### src/rtl/bcd_mod_counter.sv
// Two-digit BCD modulo counter (MIN_VAL..MAX_VAL) with up/down stepping,
// validated parallel load and registered carry/borrow/load-error pulses.
module bcd_mod_counter #(
  parameter int MIN_VAL = 0,
  parameter int MAX_VAL = 23,
  parameter int RST_VAL = MIN_VAL
) (
  input  logic       clkin,
  input  logic       rst,
  input  logic       en,
  input  logic       up,
  input  logic       load,
  input  logic [3:0] load_low,
  input  logic [3:0] load_high,
  output logic [3:0] low,
  output logic [3:0] high,
  output logic       co,
  output logic       bo,
  output logic       load_err
);

  // Limits packed as {tens, units}; packed BCD compares in numeric order.
  localparam logic [7:0] MIN_BCD = 8'(((MIN_VAL / 10) * 16) + (MIN_VAL % 10));
  localparam logic [7:0] MAX_BCD = 8'(((MAX_VAL / 10) * 16) + (MAX_VAL % 10));
  localparam logic [7:0] RST_BCD = 8'(((RST_VAL / 10) * 16) + (RST_VAL % 10));

  logic [7:0] count;
  logic [7:0] load_bcd;
  logic       load_ok;
  logic [3:0] next_low;
  logic [3:0] next_high;
  logic       next_co;
  logic       next_bo;
  logic       next_err;

  assign count    = {high, low};
  assign load_bcd = {load_high, load_low};
  assign load_ok  = (load_high <= 4'd9) && (load_low <= 4'd9) &&
                    (load_bcd >= MIN_BCD) && (load_bcd <= MAX_BCD);

  always_comb begin
    next_low  = low;
    next_high = high;
    next_co   = 1'b0;
    next_bo   = 1'b0;
    next_err  = 1'b0;
    if (load) begin
      // A load owns the edge even when rejected; en is ignored.
      if (load_ok) begin
        next_high = load_high;
        next_low  = load_low;
      end else begin
        next_err = 1'b1;
      end
    end else if (en) begin
      if (up) begin
        if (count == MAX_BCD) begin
          {next_high, next_low} = MIN_BCD;
          next_co = 1'b1;
        end else if (low == 4'd9) begin
          next_low  = 4'd0;
          next_high = high + 4'd1;
        end else begin
          next_low = low + 4'd1;
        end
      end else begin
        if (count == MIN_BCD) begin
          {next_high, next_low} = MAX_BCD;
          next_bo = 1'b1;
        end else if (low == 4'd0) begin
          next_low  = 4'd9;
          next_high = high - 4'd1;
        end else begin
          next_low = low - 4'd1;
        end
      end
    end
  end

  always_ff @(posedge clkin) begin
    if (rst) begin
      {high, low} <= RST_BCD;
      co          <= 1'b0;
      bo          <= 1'b0;
      load_err    <= 1'b0;
    end else begin
      high     <= next_high;
      low      <= next_low;
      co       <= next_co;
      bo       <= next_bo;
      load_err <= next_err;
    end
  end

endmodule

### config.mk
export PLATFORM = sky130hd
export DESIGN_NAME = bcd_mod_counter
export DESIGN_NICKNAME = d
export VERILOG_FILES = /design/src/rtl/bcd_mod_counter.sv
export SDC_FILE = /design/constraint.sdc
export NUM_CORES = 1
export LEC_CHECK = 0
export CORE_MARGIN = 10
export CORE_UTILIZATION = 43
export DETAILED_ROUTE_END_ITERATION = 8
export PLACE_DENSITY = 0.75
export REMOVE_ABC_BUFFERS = 1
export SYNTH_ARGS = -nofsm -noshare
export SYNTH_HDL_FRONTEND = slang
export SYNTH_SLANG_ARGS = --single-unit
### constraint.sdc
create_clock -name clkin -period 2 [get_ports clkin]
set_input_delay 0.4 -clock clkin [delete_from_list [all_inputs] [get_ports clkin]]
set_output_delay 0.4 -clock clkin [all_outputs]
set_load 0.005 [all_outputs]
==> results of run 1 <==
## sequential cells by signal (all words and copies together), names as in the netlist
| name | flops |
|---|---|
| bo | 1 |
| load_err | 1 |
| co | 1 |
| high | 4 |
| low | 4 |
## worst max-delay path, cell delays in order (launching register included)
cell	delay (ns)
dfxtp_1	0.33
inv_2	0.07
ha_4	0.13
or3b_4	0.37
nor3b_4	0.17
a2111oi_4	0.27
buf_4	0.20
mux2i_1	0.21
nor3_2	0.05
## stage by stage
| step | std cells | setup TNS (ns) |
|---|---|---|
| floorplan | 108 | 0 |
| global placement | 184 | -0.545 |
| detailed placement | 184 | -1.07 |
| CTS | 188 | 0 |
| global route | 188 | 0 |
| finish | 188 | 0 |
## metal layers
| layer | GRT usage (%) | wire length, um | vias to the layer above |
|---|---|---|---|
| met5 | 0 | 0 | - |
| met3 | 2.54 | 176 | 4 |
| met4 | 6.15 | 52 | 0 |
| met2 | 22.5 | 1410 | 32 |
| li1 | - | - | 519 |
| met1 | 16.2 | 1290 | 509 |
## cell families (layout without fill, tap and decap cells)
| kind of cell | after synthesis | count (layout) | synth area share [%] |
|---|---|---|---|
| mux | 3 | 3 | 3.32 |
| simple gates | 46 | 46 | 29.8 |
| compound gates | 34 | 34 | 28.3 |
| xor+xnor | 1 | 1 | 0.967 |
| buf+inv | 12 | 60 | 4.97 |
| fa+ha+maj | 6 | 6 | 8.29 |
| flops | 11 | 11 | 24.3 |
## what timing repair did
item                                    in CTS  in global routing
hold buffers                                 0                  0
cloned                                       0                  0
buffers inserted                             1                  0
pin swaps                                    3                  3
endpoints found under the setup margin       1                  6
resized for setup                            6                  4
## cells in the mapped netlist (all sizes together)
library cell / n / area [sq um]
clkbuf: 5 / 18.8
a31oi: 2 / 12.5
a21o: 1 / 7.51
a311oi: 2 / 23.8
a2111oi: 2 / 36.3
a21oi: 7 / 35.0
dfxtp: 11 / 220
o41ai: 4 / 35.0
o31ai: 1 / 7.51
and3b: 1 / 8.76
nand3b: 1 / 7.51
a211oi: 3 / 22.5
or4: 1 / 7.51
nor2b: 3 / 18.8
xnor2: 1 / 8.76
nand4: 1 / 6.26
nand3: 4 / 20.0
nor4b: 2 / 17.5
and3: 4 / 25.0
nand2b: 2 / 12.5
a2bb2oi: 1 / 8.76
nor4: 1 / 21.3
ha: 6 / 75.1
inv: 7 / 26.3
o21bai: 3 / 22.5
nor3: 5 / 30.0
o21ai: 7 / 35.0
or3b: 1 / 8.76
nor2: 9 / 33.8
nor3b: 3 / 22.5
a211o: 1 / 10.0
mux2i: 3 / 30.0
nand2: 8 / 30.0
## worst min path at each step
stage,endpoint,slack [ns],cells after the start
floorplan,high[2]$_SDFFE_PP0P_,0.47,1
global placement,low[1]$_SDFFE_PP0P_,0.57,3
detailed placement,low[1]$_SDFFE_PP0P_,0.58,3
CTS,low[1]$_SDFFE_PP0P_,0.61,3
global route,low[1]$_SDFFE_PP0P_,0.63,3
finish,high[0]$_SDFFE_PP0P_,0.60,2
## power breakdown
group / switching, mW / internal, mW
sequential: 0.0140 / 0.231
combinational: 0.136 / 0.162
clock: 0.0809 / 0.0774
## cell type report
cell class | count | area (sq um)
Sequential cell | 11 | 221
Tap cell | 27 | 33.8
Clock buffer | 4 | 26.3
Fill cell | 151 | 557
Multi-Input combinational cell | 90 | 679
Inverter | 7 | 26.3
Timing Repair Buffer | 49 | 438
==> results.json, run 1 <==
{
  "outcome": "complete, no violations",
  "cp-startpoint": "low[0]$_SDFFE_PP0P_",
  "grt_first_pass_wirelength_um": 4710,
  "cp.required_ns": 2.15,
  "drv_cap": 0,
  "fin_area_sq_um": 1430,
  "fmaxAchievable_ghz": 0.518,
  "cp.arrival_ns": 2.08,
  "drive_gt1_share_pct": 24.8,
  "cts_buffer_depth": 2,
  "gp_congestion": 0.916,
  "crit_end": "high[3]$_SDFFE_PP0P_",
  "cts_inserted_buffers": 3,
  "die_w_um": 65.9,
  "avgSynthCellArea_sq_um": 8.02,
  "dp_hpwl_um": 2210,
  "via_per_inst": 5.66,
  "core-area_sq_um": 1980,
  "initial_utilization_pct": 45.7,
  "yosys.cell_types.count": 37,
  "total_power_uw": 701,
  "wire_per_inst_um": 15.6,
  "r2r_start": "low[0]$_SDFFE_PP0P_",
  "cp-end-kind": "register",
  "tightestPinTransition_ns": 0.522,
  "clk_pin_slew_worst_paths_ns": 0.07,
  "slew_headroom_pct": 65.1,
  "ys_ff_latch": 11,
  "rr_worst_depth": 8,
  "drtIter0Drc": 46,
  "vias": 1064,
  "setup.worst_path.start_class": "register",
  "final.setup_skew_ns": 0.00244,
  "num_io_pins": 24,
  "clk-insertion-delay-late_ns": 0.27,
  "rows": 16,
  "seq_area_frac_synth_pct": 24.3,
  "fin_nets": 181,
  "ys_warn_count": 0,
  "crit_fanout": 5,
  "drt_pass1_iterations": 6,
  "p_leak_nw": 0.592,
  "final_cell_mix": "buf_4, clkdlybuf4s50_1, dfxtp_1",
  "grt_pass1_vias": 1028,
  "hold_viol": 0,
  "worst_hold_slack_ns": 0.598,
  "io_buffer_count": 23,
  "reg2reg_slack_ns": 0.07,
  "worstHoldPathType": "register to register",
  "syn_inst": 113,
  "period_share_pct": 96.6,
  "grt_max_degree": 16,
  "antenna_cells": 0,
  "peakVddDrop_mv": 0.459,
  "hold_start": "high[0]$_SDFFE_PP0P_",
  "totalWireLength_um": 2930,
  "cts.htree.levels": 1,
  "critical_path_class": "register to register",
  "place_area_sq_um": 1360,
  "die_y_um": 65.9,
  "drc_errors": 0,
  "grt_antenna_before_repair": 0,
  "pwr_density_cell_nw_per_um2": 492,
  "grt_overflow": 0,
  "finalSetupViolCount": 0,
  "clkSinkCount": 11,
  "drtAntennaViolNets": 0,
  "post-place-ws_ns": -0.229,
  "setup_ws_ns": 0.0686,
  "syn_area_sq_um": 906,
  "finalMaxSlewViolations": 0,
  "cts_tree": "yes",
  "grt_util_all_layers_pct": 13.5,
  "regToRegEndpoint": "high[3]$_SDFFE_PP0P_",
  "utilization_pct": 71.9,
  "syn2layout_area_growth_pct": 57.3,
  "rsz0062_at_grt": "false",
  "root_buffer": "clkbuf_4",
  "die-area_sq_um": 4340,
  "final_common_cell": "buf_4",
  "final.min_clock_period_ns": 1.93
}
(Power assumes the default switching activity.)
==> run 2, diff against run 1 <==
- ABC_AREA: unset -> 1
- CORE_UTILIZATION: 43 -> 44
==> results.json, run 2 <==
{
  "placedCellCount": 201,
  "tightestPinTransition_ns": 0.342,
  "finalMaxSlewViolations": 0,
  "clk_pin_slew_worst_paths_ns": 0.08,
  "rsz0062_at_grt": "false",
  "p_leak_nw": 0.567,
  "cts_buffer_depth": 2,
  "hold_viol": 0,
  "io_buffer_count": 23,
  "root_buffer": "clkbuf_4",
  "cts_hold_buffers": 0,
  "clkSinkCount": 11,
  "total_power_uw": 673,
  "grt_antenna_before_repair": 0,
  "ys_warn_count": 0,
  "max_stage_delay_ns": 0.58,
  "syn2layout_area_growth_pct": 31.0,
  "cp_num_buf_inv": 1,
  "ys_ff_latch": 11,
  "cts_resized": 0,
  "totalWireLength_um": 2490,
  "clk-insertion-delay-late_ns": 0.27,
  "die-area_sq_um": 4480,
  "cp.arrival_ns": 1.37,
  "synthFlopType": "dfxtp_1",
  "wire_per_inst_um": 12.2,
  "syn_inst": 150,
  "place_area_sq_um": 1240,
  "drive_gt1_share_pct": 11.2,
  "vias": 995,
  "instances_no_fill": 205,
  "avgSynthCellArea_sq_um": 6.46,
  "utilization_pct": 62.8,
  "slew_headroom_pct": 77.2,
  "outcome": "complete, no violations",
  "postCtsSetupRepairBufs": 0,
  "grt_max_degree": 11,
  "dp_hpwl_um": 2020,
  "final.setup_skew_ns": 0.000394,
  "cp-end-kind": "output pin",
  "grt_util_all_layers_pct": 12.4,
  "drtAntennaViolNets": 0,
  "drtIter0Drc": 34,
  "worstHoldPathType": "register to register",
  "final.min_clock_period_ns": 1.77,
  "initial_utilization_pct": 48.0,
  "synth.largest_area_cell": "dfxtp_1",
  "final_common_cell": "nand2_1",
  "synth_edf_count": 0,
  "cts.htree.levels": 1,
  "drv_cap": 0,
  "grt_pass1_vias": 992,
  "critical_path_class": "register to output pin",
  "yosys.cell_types.count": 24,
  "cts_tree": "yes",
  "peakVddDrop_mv": 0.427,
  "fmaxAchievable_ghz": 0.565,
  "via_per_inst": 4.85,
  "top_regs": "high x4, low x4",
  "synth_top_area_share_pct": 22.7,
  "gp_congestion": 0.845,
  "setup.worst_path.start_class": "register",
  "synthTopCellsByCount": "nand2_1, nor2_1, inv_1",
  "setup_ws_ns": 0.231,
  "num_io_pins": 24,
  "fin_setup_tns_ns": 0,
  "cpLargestDelayFamily": "buffers and inverters",
  "post-place-ws_ns": 0.0866,
  "async_reset_ff_share_pct": 0,
  "cp.required_ns": 1.60,
  "drc_errors": 0,
  "die_w_um": 66.9,
  "finalSetupViolCount": 0,
  "antenna_cells": 0,
  "fin_area_sq_um": 1270,
  "crit_chain": "clkdlybuf4s50_1",
  "period_share_pct": 88.5,
  "synth_area_leaders": "dfxtp_1, nand2_1, nor2_1",
  "core-area_sq_um": 2020,
  "fin_nets": 198,
  "grt_first_pass_wirelength_um": 4420,
  "worst_hold_slack_ns": 0.577,
  "cts_inserted_buffers": 3,
  "pwr_density_cell_nw_per_um2": 530,
  "seq_area_frac_synth_pct": 22.7,
  "grt_overflow": 0,
  "crit_fanout": 8,
  "die_y_um": 66.9,
  "drt_pass1_iterations": 4,
  "final_cell_mix": "nand2_1, clkdlybuf4s50_1, nor2_1",
  "syn_area_sq_um": 970,
  "synth.most_common_cell": "nand2_1",
  "rows": 16,
  "crit_slowest_cell": "clkdlybuf4s50_1"
}
[run 2: path summary, 6_finish.rpt]
check | depth (start not counted) | endpoint | from | slack (ns)
setup / recovery | 1 | low[2] | low[2]$_SDFFE_PP0P_ | 0.23
hold / removal | 2 | high[1]$_SDFFE_PP0P_ | high[1]$_SDFFE_PP0P_ | 0.58
setup reg to reg | 10 | high[3]$_SDFFE_PP0P_ | low[0]$_SDFFE_PP0P_ | 0.38
hold reg to reg | 2 | high[1]$_SDFFE_PP0P_ | high[1]$_SDFFE_PP0P_ | 0.58
[run 2: layer usage]
metal / wire (um) / global-route usage, % / part of all wire [%] / vias to the layer above
met4: 23 / 4.62 / 0.92 / 0
met1: 1200 / 15.4 / 48 / 450
met5: 0 / 0 / 0 / -
met2: 1110 / 19.3 / 45 / 12
met3: 153 / 3.85 / 6.1 / 2
li1: - / - / - / 531
[run 2: layout make-up]
type,count,area [sq um]
clock buffers,4,26.3
fillers,196,752
inverters,19,71.3
multi-input cells,119,673
flip-flops and latches,11,220
well taps,27,33.8
repair buffers,25,245
[run 2: power breakdown]
part | internal [mW] | total [mW] | switching (mW)
combinational | 0.117 | 0.256 | 0.139
clock | 0.0771 | 0.158 | 0.0812
sequential | 0.234 | 0.259 | 0.0247
total | 0.428 | 0.673 | 0.245
[run 2: logic make-up (layout without fill, tap and decap cells)]
| family | after synthesis | after routing | synth area share (%) |
|---|---|---|---|
| buf+inv | 20 | 48 | 7.87 |
| flops | 11 | 11 | 22.7 |
| compound gates | 17 | 17 | 9.16 |
| simple gates | 91 | 91 | 48.0 |
| xor+xnor | 5 | 5 | 4.52 |
| fa+ha+maj | 6 | 6 | 7.74 |
==> run 3, diff against run 2 <==
- CORE_MARGIN: 10 -> 4
- CORE_UTILIZATION: 44 -> 46
- CTS_BUF_LIST: unset -> sky130_fd_sc_hd__clkbuf_8
- PLACE_DENSITY: 0.75 -> unset
- PLACE_DENSITY_LB_ADDON: unset -> 0.25
==> results.json, run 3 (synthesis gave the netlist of run 2 again) <==
{
  "crit_chain": "clkdlybuf4s50_1",
  "max_stage_delay_ns": 0.57,
  "rsz0062_at_grt": "false",
  "cpLargestDelayFamily": "buffers and inverters",
  "drc_errors": 0,
  "crit_slowest_cell": "clkdlybuf4s50_1",
  "gp_congestion": 0.850,
  "cts_tree": "yes",
  "initial_utilization_pct": 48.9,
  "core-area_sq_um": 1980,
  "cp_num_buf_inv": 1,
  "final_cell_mix": "nand2_1, clkdlybuf4s50_1, nor2_1",
  "cts_hold_buffers": 0,
  "cts.htree.levels": 1,
  "top_regs": "high x4, low x4",
  "grt_antenna_before_repair": 0,
  "cp-end-kind": "output pin",
  "via_per_inst": 5.04,
  "cp.arrival_ns": 1.34,
  "final_common_cell": "nand2_1",
  "crit_fanout": 8,
  "grt_pass1_vias": 957,
  "totalWireLength_um": 2590,
  "root_buffer": "clkbuf_8",
  "drt_pass1_iterations": 4,
  "worst_hold_slack_ns": 0.585,
  "clk_pin_slew_worst_paths_ns": 0.05,
  "hold_viol": 0,
  "pwr_density_cell_nw_per_um2": 575,
  "placedCellCount": 202,
  "peakVddDrop_mv": 0.363,
  "worstHoldPathType": "register to register",
  "die-area_sq_um": 2910,
  "period_share_pct": 87.1,
  "drv_cap": 0,
  "cts_resized": 0,
  "final.setup_skew_ns": 0.000729,
  "critical_path_class": "register to output pin",
  "postCtsSetupRepairBufs": 0,
  "dp_hpwl_um": 2000,
  "drtAntennaViolNets": 0,
  "grt_overflow": 0,
  "cp.required_ns": 1.60,
  "final.min_clock_period_ns": 1.74,
  "cts_buffer_depth": 2,
  "grt_max_degree": 11,
  "cts_inserted_buffers": 3,
  "die_y_um": 53.9,
  "finalSetupViolCount": 0,
  "outcome": "complete, no violations",
  "drive_gt1_share_pct": 11.7,
  "drtIter0Drc": 22,
  "rows": 16,
  "syn2layout_area_growth_pct": 33.7,
  "die_w_um": 53.9,
  "p_leak_nw": 0.584,
  "fin_setup_tns_ns": 0,
  "antenna_cells": 0,
  "num_io_pins": 24,
  "total_power_uw": 745,
  "wire_per_inst_um": 12.6,
  "slew_headroom_pct": 76.0,
  "grt_util_all_layers_pct": 19.9,
  "clk-insertion-delay-late_ns": 0.24,
  "finalMaxSlewViolations": 0,
  "tightestPinTransition_ns": 0.359,
  "vias": 1039,
  "utilization_pct": 65.4,
  "io_buffer_count": 23,
  "fin_nets": 199,
  "instances_no_fill": 206,
  "fmaxAchievable_ghz": 0.574,
  "clkSinkCount": 11,
  "grt_first_pass_wirelength_um": 4190,
  "setup.worst_path.start_class": "register"
}
## run 3: cell types whose count changed in the layout (fill, tap and decap cells not counted)
| cell | delta |
|---|---|
| clkbuf_4 | -3 |
| clkbuf_8 | +3 |
| buf_4 | +1 |
| clkbuf_1 | -1 |
| inv_1 | +1 |
## run 3: report_power, final
part	switching (mW)	total [mW]	internal (mW)
Clock	0.0881	0.223	0.135
Combinational	0.143	0.260	0.118
Sequential	0.0264	0.261	0.235
## run 3: per-layer routing
metal | global-route usage (%) | up-vias | wire (um)
met5 | 0 | - | 0
met4 | 5.11 | 0 | 7
met3 | 3.32 | 2 | 133
met2 | 33.1 | 33 | 1210
met1 | 26.3 | 469 | 1250
li1 | - | 535 | -
## run 3: final timing paths
kind | depth (start not counted) | end | slack, ns | start
worst max-delay path | 1 | low[2] | 0.26 | low[2]$_SDFFE_PP0P_
worst min-delay path | 2 | high[1]$_SDFFE_PP0P_ | 0.58 | high[1]$_SDFFE_PP0P_
worst max register to register | 10 | high[3]$_SDFFE_PP0P_ | 0.35 | low[0]$_SDFFE_PP0P_
worst min register to register | 2 | high[1]$_SDFFE_PP0P_ | 0.58 | high[1]$_SDFFE_PP0P_
## run 3: cell type report
type | instances | area [sq um]
Sequential cell | 11 | 220
Multi-Input combinational cell | 119 | 673
Clock inverter | 1 | 3.75
Tap cell | 27 | 33.8
Inverter | 19 | 71.3
Clock buffer | 3 | 41.3
Fill cell | 191 | 686
Timing Repair Buffer | 26 | 253
## run 3: per-stage QoR
stage / cell area (sq um) / setup WS (ns)
floorplan: 965 / 0.531
global placement: 1250 / 0.174
detailed placement: 1250 / 0.137
CTS: 1300 / 0.250
global route: 1300 / 0.212
finish: 1300 / 0.259
